===== src/rtl/ex_div_if.sv =====
// Operand/result handshake between the EX stage and the iterative divider.
// DIV_ZERO_FLAG_EN adds the div_zero_o status signal.
interface ex_div_if #(
    parameter int unsigned DATA_W = 32
);
    logic                  signed_div_i;
    logic [DATA_W-1:0]     opdata1_i;
    logic [DATA_W-1:0]     opdata2_i;
    logic                  start_i;
    logic                  annul_i;
    logic [2*DATA_W-1:0]   result_o;
    logic                  ready_o;
`ifdef DIV_ZERO_FLAG_EN
    logic                  div_zero_o;

    modport master (
        output signed_div_i, opdata1_i, opdata2_i, start_i, annul_i,
        input  result_o, ready_o, div_zero_o
    );

    modport slave (
        input  signed_div_i, opdata1_i, opdata2_i, start_i, annul_i,
        output result_o, ready_o, div_zero_o
    );
`else
    modport master (
        output signed_div_i, opdata1_i, opdata2_i, start_i, annul_i,
        input  result_o, ready_o
    );

    modport slave (
        input  signed_div_i, opdata1_i, opdata2_i, start_i, annul_i,
        output result_o, ready_o
    );
`endif
endinterface


===== src/rtl/ex_div.sv =====
// Iterative radix-2 restoring divider for DIV/DIVU, one quotient bit per cycle.
// Define DIV_ZERO_FLAG_EN to add the registered div_zero_o output.
module ex_div #(
    parameter int unsigned DATA_W = 32
) (
    input logic     clk,
    input logic     rst,
    ex_div_if.slave div_if
);
    localparam int unsigned           CntW    = $clog2(DATA_W + 1);
    localparam logic [CntW-1:0]       CntLast = CntW'(DATA_W - 1);

    typedef enum logic [1:0] {StFree, StByZero, StOn, StEnd} state_e;

    state_e              state_q;
    logic [CntW-1:0]     cnt_q;
    logic [DATA_W-1:0]   rem_q;
    logic [DATA_W-1:0]   quo_q;
    logic [DATA_W-1:0]   dvs_q;
    logic                sgn_q;
    logic                dvd_neg_q;
    logic                dvs_neg_q;
    logic [2*DATA_W-1:0] res_q;
    logic [2*DATA_W-1:0] result_q;
    logic                ready_q;
`ifdef DIV_ZERO_FLAG_EN
    logic                zero_path_q;
    logic                div_zero_q;
`endif

    logic [DATA_W:0]     trial;
    logic [DATA_W:0]     diff;
    logic [DATA_W-1:0]   rem_step;
    logic [DATA_W-1:0]   quo_step;
    logic [DATA_W-1:0]   rem_fix;
    logic [DATA_W-1:0]   quo_fix;
    logic [DATA_W-1:0]   dvd_abs;
    logic [DATA_W-1:0]   dvs_abs;

    // quo_q starts as the dividend and shifts left; quotient bits fill in from the LSB.
    always_comb begin
        trial = {rem_q, quo_q[DATA_W-1]};
        diff  = trial - {1'b0, dvs_q};
        if (!diff[DATA_W]) begin
            rem_step = diff[DATA_W-1:0];
            quo_step = {quo_q[DATA_W-2:0], 1'b1};
        end else begin
            rem_step = trial[DATA_W-1:0];
            quo_step = {quo_q[DATA_W-2:0], 1'b0};
        end
        quo_fix = (sgn_q && (dvd_neg_q != dvs_neg_q)) ? -quo_step : quo_step;
        rem_fix = (sgn_q && dvd_neg_q) ? -rem_step : rem_step;
        dvd_abs = (div_if.signed_div_i && div_if.opdata1_i[DATA_W-1]) ?
                  -div_if.opdata1_i : div_if.opdata1_i;
        dvs_abs = (div_if.signed_div_i && div_if.opdata2_i[DATA_W-1]) ?
                  -div_if.opdata2_i : div_if.opdata2_i;
    end

    always_ff @(posedge clk) begin
        if (rst) begin
            state_q     <= StFree;
            cnt_q       <= '0;
            rem_q       <= '0;
            quo_q       <= '0;
            dvs_q       <= '0;
            sgn_q       <= 1'b0;
            dvd_neg_q   <= 1'b0;
            dvs_neg_q   <= 1'b0;
            res_q       <= '0;
            result_q    <= '0;
            ready_q     <= 1'b0;
`ifdef DIV_ZERO_FLAG_EN
            zero_path_q <= 1'b0;
            div_zero_q  <= 1'b0;
`endif
        end else begin
            unique case (state_q)
                StFree: begin
                    ready_q  <= 1'b0;
                    result_q <= '0;
`ifdef DIV_ZERO_FLAG_EN
                    div_zero_q <= 1'b0;
`endif
                    if (div_if.start_i && !div_if.annul_i) begin
                        if (div_if.opdata2_i == '0) begin
                            state_q <= StByZero;
`ifdef DIV_ZERO_FLAG_EN
                            zero_path_q <= 1'b1;
`endif
                        end else begin
                            state_q   <= StOn;
                            cnt_q     <= '0;
                            rem_q     <= '0;
                            quo_q     <= dvd_abs;
                            dvs_q     <= dvs_abs;
                            sgn_q     <= div_if.signed_div_i;
                            dvd_neg_q <= div_if.opdata1_i[DATA_W-1];
                            dvs_neg_q <= div_if.opdata2_i[DATA_W-1];
`ifdef DIV_ZERO_FLAG_EN
                            zero_path_q <= 1'b0;
`endif
                        end
                    end
                end
                StByZero: begin
                    res_q   <= '0;
                    state_q <= StEnd;
                end
                StOn: begin
                    if (div_if.annul_i) begin
                        state_q <= StFree;
                        cnt_q   <= '0;
                    end else begin
                        rem_q <= rem_step;
                        quo_q <= quo_step;
                        cnt_q <= cnt_q + 1'b1;
                        // Last iteration folds the sign fix-up in directly.
                        if (cnt_q == CntLast) begin
                            res_q   <= {rem_fix, quo_fix};
                            state_q <= StEnd;
                        end
                    end
                end
                StEnd: begin
                    if (div_if.start_i) begin
                        ready_q  <= 1'b1;
                        result_q <= res_q;
`ifdef DIV_ZERO_FLAG_EN
                        div_zero_q <= zero_path_q;
`endif
                    end else begin
                        state_q  <= StFree;
                        cnt_q    <= '0;
                        ready_q  <= 1'b0;
                        result_q <= '0;
`ifdef DIV_ZERO_FLAG_EN
                        div_zero_q <= 1'b0;
`endif
                    end
                end
                default: state_q <= StFree;
            endcase
        end
    end

    assign div_if.result_o = result_q;
    assign div_if.ready_o  = ready_q;
`ifdef DIV_ZERO_FLAG_EN
    assign div_if.div_zero_o = div_zero_q;
`endif
endmodule


===== src/flat_wrapper.sv =====
// flat-port wrapper written by rule: the top's interface ports become plain ports
module ex_div_flat 
#(
    parameter int unsigned DATA_W = 32
)
  (clk, rst, div_if_signed_div_i, div_if_opdata1_i, div_if_opdata2_i, div_if_start_i, div_if_annul_i, div_if_result_o, div_if_ready_o);
  ex_div_if #(.DATA_W(DATA_W)) div_if_i ();
  input logic clk;
  input logic rst;
  input wire logic [$bits(div_if_i.signed_div_i)-1:0] div_if_signed_div_i;
  input wire logic [$bits(div_if_i.opdata1_i)-1:0] div_if_opdata1_i;
  input wire logic [$bits(div_if_i.opdata2_i)-1:0] div_if_opdata2_i;
  input wire logic [$bits(div_if_i.start_i)-1:0] div_if_start_i;
  input wire logic [$bits(div_if_i.annul_i)-1:0] div_if_annul_i;
  output wire logic [$bits(div_if_i.result_o)-1:0] div_if_result_o;
  output wire logic [$bits(div_if_i.ready_o)-1:0] div_if_ready_o;
  assign div_if_i.signed_div_i = div_if_signed_div_i;
  assign div_if_i.opdata1_i = div_if_opdata1_i;
  assign div_if_i.opdata2_i = div_if_opdata2_i;
  assign div_if_i.start_i = div_if_start_i;
  assign div_if_i.annul_i = div_if_annul_i;
  assign div_if_result_o = div_if_i.result_o;
  assign div_if_ready_o = div_if_i.ready_o;
  ex_div #(.DATA_W(DATA_W)) u_core (.clk(clk), .rst(rst), .div_if(div_if_i));
endmodule

===== config.mk =====
export PLATFORM = sky130hd
export DESIGN_NAME = ex_div_flat
export DESIGN_NICKNAME = d
export VERILOG_FILES = /design/src/rtl/ex_div_if.sv /design/src/rtl/ex_div.sv /design/src/flat_wrapper.sv
export SDC_FILE = /design/constraint.sdc
export NUM_CORES = 1
export LEC_CHECK = 0
export BUFFER_PORTS_ARGS = -buffer_cell sky130_fd_sc_hd__buf_4
export CAP_MARGIN = 20
export CORE_MARGIN = 10
export CORE_UTILIZATION = 54
export DETAILED_ROUTE_END_ITERATION = 6
export PLACE_DENSITY = 0.77
export SYNTH_ARGS = -nofsm -noshare
export SYNTH_HDL_FRONTEND = slang
export SYNTH_SLANG_ARGS = --single-unit

===== constraint.sdc =====
create_clock -name clk -period 4.5 [get_ports clk]
set_input_delay 0.9 -clock clk [delete_from_list [all_inputs] [get_ports clk]]
set_output_delay 0.9 -clock clk [all_outputs]
set_load 0.01 [all_outputs]

Word-level counts from Yosys, hierarchy flattened
Cells that the tools add are included.

Add/subtract/negate cells: 6. Eq/ne operators: 11. Mux-type cells: 32. Bitwise gates (word level): 1. Reductions and logical operators: 17.

Operators by type and width (number): 32-bit 2-to-1 mux (11); 64-bit case mux with 2 select lines (2); 64-bit 2-to-1 mux (3); 32-bit negation (4); 32-bit case mux with 2 select lines (2); 33-bit by 32-bit subtractor with 33-bit output (1); 32-bit logical NOT (1); 6-bit 2-to-1 mux (4); 6-bit case mux with 3 select lines (1); 2-bit 2-to-1 mux (5); 3-bit AND reduction (3); 2-bit case mux with 4 select lines (1); 4-bit AND reduction (2); 6-bit by 1-bit adder with 6-bit output, second input constant (1); 6-bit by 5-bit == test with 1-bit output, second input constant (1); 2-bit != test, second input constant (3); 2-bit nonzero test (3); 1-bit logical AND (5); 2-bit == test, second input constant (2); 2-bit by 1-bit != test with 1-bit output, second input constant (2); 3-bit by 2-bit != test with 1-bit output, second input constant (1); 3-bit nonzero test (1); 2-bit by 1-bit == test with 1-bit output, second input constant (1); 2-bit logical NOT (1); 5 further kinds (6).

Register bits: 236. Input port bits: 69. Output and inout bits: 65. Word-level logic and storage cells: 78.

Longest topological paths before layout
Depth after elaboration: 7. Mapped depth: 24.

Worst setup path before layout
Ideal clock, no wire load.

Kind: reg2reg. Start: register u_core.quo_q[31]. End: register u_core.res_q[60]. Library setup time: 0.124 ns. Data arrival time: 4.702 ns. Path slack: -0.326 ns. Stages on the path, launching flop included: 23. Clock period less this slack: 4.826 ns. Path through: dfxtp_1 > inv_1 > ha_1 > inv_1 > fa_1 > a211oi_1 > o211ai_1 > a21oi_2 > a2111oi_4 > o21ai_2 > xnor2_4 > buf_2 > buf_2 > buf_2 > mux2i_1 > ha_1 > nor2b_1 > nand3_1 > nor4_1 > a31oi_1 > o41ai_1 > xor2_1 > o21ai_1.

Word-level cells in the longest chain between the ends: 7.

Ends and longest elaborated chain: from (decl) (RTL line ex_div.sv:18) `logic [DATA_W-1:0] quo_q;`; from (signal assigned) (RTL line ex_div.sv:94) `quo_q <= dvd_abs;`; from (signal assigned) (RTL line ex_div.sv:115) `quo_q <= quo_step;`; 33-bit by 32-bit subtractor with 33-bit output (RTL line ex_div.sv:43) `diff = trial - {1'b0, dvs_q};`; 32-bit 2-to-1 mux (*) (RTL line ex_div.sv:44) `if (!diff[DATA_W]) begin`; 32-bit negation (RTL line ex_div.sv:52) `rem_fix = (sgn_q && dvd_neg_q) ? -rem_step : rem_step;`; 32-bit 2-to-1 mux (*) (RTL line ex_div.sv:52); 64-bit 2-to-1 mux (*) (RTL line ex_div.sv:118) `if (cnt_q == CntLast) begin`; 64-bit 2-to-1 mux (*) (RTL line ex_div.sv:110) `if (div_if.annul_i) begin`; 64-bit case mux with 2 select lines (*) (RTL line ex_div.sv:77) `unique case (state_q)`; to (signal assigned) (RTL line ex_div.sv:119) `res_q <= {rem_fix, quo_fix};`; to (decl) (RTL line ex_div.sv:23) `logic [2*DATA_W-1:0] res_q;`.

Mark *: on every way between the ends. The rest lies on a longest branch, timed or not. The select of a mux whose other input is x is not followed. A chain may end at the register's enable or synchronous reset.

Worst setup path after layout
Same ends and word-level chain as after synthesis.

==> out/summary.txt <==
Routed Antenna Nets - 0
crit path max fanout - 6
Residual DRC - 0
diode count - 0
CTS tree - yes
pwr dens - 423 mW/mm^2
Tmin final - 4330 ps
Die H - 178 um
synth top area cells - dfxtp_1 (35%), nand2_1 (6.8%), nor2_1 (6.7%)
Layout Skew - 17.8 ps
Post-Syn Instances - 1778
status - completed
clock transition at the registers of the reported paths - 60 ps
#FFs+latches synth - 236
P_sw - 2.43 mW
crit path kind - register to register
cell chain of the critical path - inv_1, ha_1, inv_1, fa_1, a211oi_2, o211ai_1, a21oi_2, a2111oi_4, o21ai_2, xnor2_4, mux2i_2, ha_2, nor2b_2, nand3_2, nor4_4, a31oi_4, o41ai_2, xor2_1, o21ai_1
Reg area - 0.00472 mm^2
Core ar. - 0.0245 mm^2
EDFF count, synth - 0
fraction of registers with async set/reset - 0%
Die W - 178 um
Sw Share - 36.7%
Crit path required time - 4880 ps
TritonCTS sink count - 236
clock tree buffer depth - 3
DR vias - 12908
MaxCap Viol Count - 0
WL final - 38100 um
cell accounting for the most synthesized area - dfxtp_1
fillcell total - 2206
total design power - 6.63 mW
clk root buf - clkbuf_16
DP Worst Slack - 86.4 ps
Unique masters post-synth - 71
Yosys top cell area share - 34.8%
GP Congestion - 0.959
io pins - 134
Critical Path AT - 4710 ps
CTS Hold Bufs - 0
final setup vio count - 0
largest net degree at the start of global routing - 93
I/O Buffers - 133
first-pass GRT wire length - 61100 um
Row Count - 57
Netlist Area Pre-Place - 0.0136 mm^2
total congestion overflow - 0
vias in the first global route - 11662
Layout area overhead - 15.7%
Critical-path top delay cell - fa_1
Final #Nets - 1967
VDD IR max - 0.320 mV
FMAX - 231 MHz
DR pass1 iterations - 5
syn_nets - 1889
CP Launch Type - register
combinational share of power - 33.8%
Syn. warnings - 0
Top FF cell, synth - dfxtp_1
sequential area share after synthesis - 34.8%
Crit. End Element - register
latest clock arrival within the worst-skew pair - 530 ps
worst slew pin tran - 1010 ps
crit-path leading delay family - compound AO/OA/AOI/OAI gates
Crit path top cell by count - inv_1
initial antenna violation count - 0
Hold Fails Final Rpt - 0
starting density of the core - 55.3%
H-tree levels - 1
Clock Power Share - 31.2%
total CTS buffers - 25
vias per std cell - 5.87
GR Util All Layers - 22.9%
Slew Limit Fails - 0
most common cell after layout, fill and taps aside - nand2_1
Detail Placement HPWL - 28200 um
Die Area - 0.0319 mm^2
Avg Inst Size Synth - 7.63 um^2
WL/cell - 17.4 um
DRT iter0 DRCs - 1378
Slowest Stage Delay on Critical Path - 430 ps
Pint - 4.20 mW
setup TNS - 0 ps
RSZ-0062 raised after global routing - yes
share of post-route cells with drive strength above 1 - 12.3%
Tcrit/Tclk final - 96.3%
post-layout util - 64.0%
path category of the worst min-delay check - register to register
final hold slack - 452 ps
setup slack after layout - 168 ps
Lkg Pwr - 6.21 nW
multi-input logic area - 0.00825 mm^2
Rel. slew slack - 32.0%
Buf/Inv on CP - 2
Sequential Power Share - 35.0%
commonest non-fill, non-tap cells in the layout - nand2_1 (247), nor2_1 (238), dfxtp_1 (236)
through the flow:
| step | std cells | instance area, um^2 |
|---|---|---|
| 2_1_floorplan | 1778 | 13600 |
| 3_3_place_gp | 2152 | 14800 |
| 5_1_grt | 2198 | 15700 |
| 3_5_place_dp | 2153 | 14800 |
| 4_1_cts | 2198 | 15600 |
| 6_report | 2198 | 15700 |
path summary, 6_finish.rpt:
path,startpoint,endpoint,slack (ps),cells past startpoint
max,u_core.quo_q[31],u_core.res_q[60],170,19
min,u_core.res_q[53],u_core.res_q[53],450,2
max reg2reg,u_core.quo_q[31],u_core.res_q[60],170,19
min reg2reg,u_core.res_q[53],u_core.res_q[53],450,2
synth_stat cells (5+ instances only):
cell,number
or4_1,8
xnor2_1,88
o41ai_1,12
a22oi_1,119
nand2b_1,18
or2_2,5
and2_1,17
a21oi_1,136
a31oi_1,13
o21bai_1,6
a211oi_1,37
mux2i_1,18
nand4_1,11
and3_1,7
nand3_1,10
o31ai_1,9
a21o_1,12
o21a_1,11
o21ai_1,7
or3_1,8
inv_1,69
clkbuf_1,85
nand2_1,247
ha_1,41
xor2_1,55
dfxtp_1,236
buf_1,9
nor2b_1,5
nor3_1,36
o21ai_0,102
o211ai_1,16
nor2_1,241
buf_2,12
nor4_1,15
what timing repair did:
action,CTS,global route
buffers inserted,0,0
gates resized for setup,0,9
endpoints found under the hold margin,0,0
setup endpoints to repair,0,10
area by class of cell:
cell class	instances	area share, %
Inverter	70	1.67
Clock buffer	34	4.33
Tap cell	324	2.58
Sequential cell	236	30.1
Timing Repair Buffer	158	7.79
Multi-Input combinational cell	1365	52.6
Clock inverter	11	0.901
power by group through the flow:
stage / sequential (mW) / clock (mW) / combinational, mW
2_1_floorplan: 2.31 / 0 / 1.64
3_5_place_dp: 2.36 / 0 / 2.18
4_1_cts: 2.31 / 2.10 / 2.19
3_3_place_gp: 2.35 / 0 / 2.16
5_1_grt: 2.33 / 2.18 / 2.48
6_report: 2.32 / 2.07 / 2.24
worst reg2reg max path, delay by kind of cell (launching register included):
family                   cells  cell delay, ps
AND/OR/NAND/NOR              3             590
flip-flops                   1             320
XOR/XNOR                     2             360
AO/OA/AOI/OAI                8            1550
adder cells (fa/ha/maj)      3             870
multiplexers                 1             320
buffers and inverters        2             150
cell families after synthesis:
kind of cell	synth area share (%)
multiplexers	1.49
buffers and inverters	5.04
AND/OR/NAND/NOR	20.6
AO/OA/AOI/OAI	24.6
adder cells (fa/ha/maj)	3.93
XOR/XNOR	9.44
flip-flops	34.8
flip-flops by register name, indices dropped and copies added, names as in the netlist:
signal	cells
u_core.dvs_neg_q	1
u_core.div_if.result_o	64
u_core.quo_q	32
u_core.state_q	2
u_core.cnt_q	6
u_core.rem_q	32
u_core.sgn_q	1
u_core.res_q	64
u_core.dvs_q	32
u_core.div_if.ready_o	1
u_core.dvd_neg_q	1
metal layers:
metal	GRT usage [%]	part of all wire, %	vias to the layer above
li1	-	-	6407
met1	35.6	50	6021
met2	32.2	41	432
met3	3.49	8.0	48
met4	4.96	1.6	0
met5	0	0	-
Note: power is estimated with default switching activity, not from simulation.
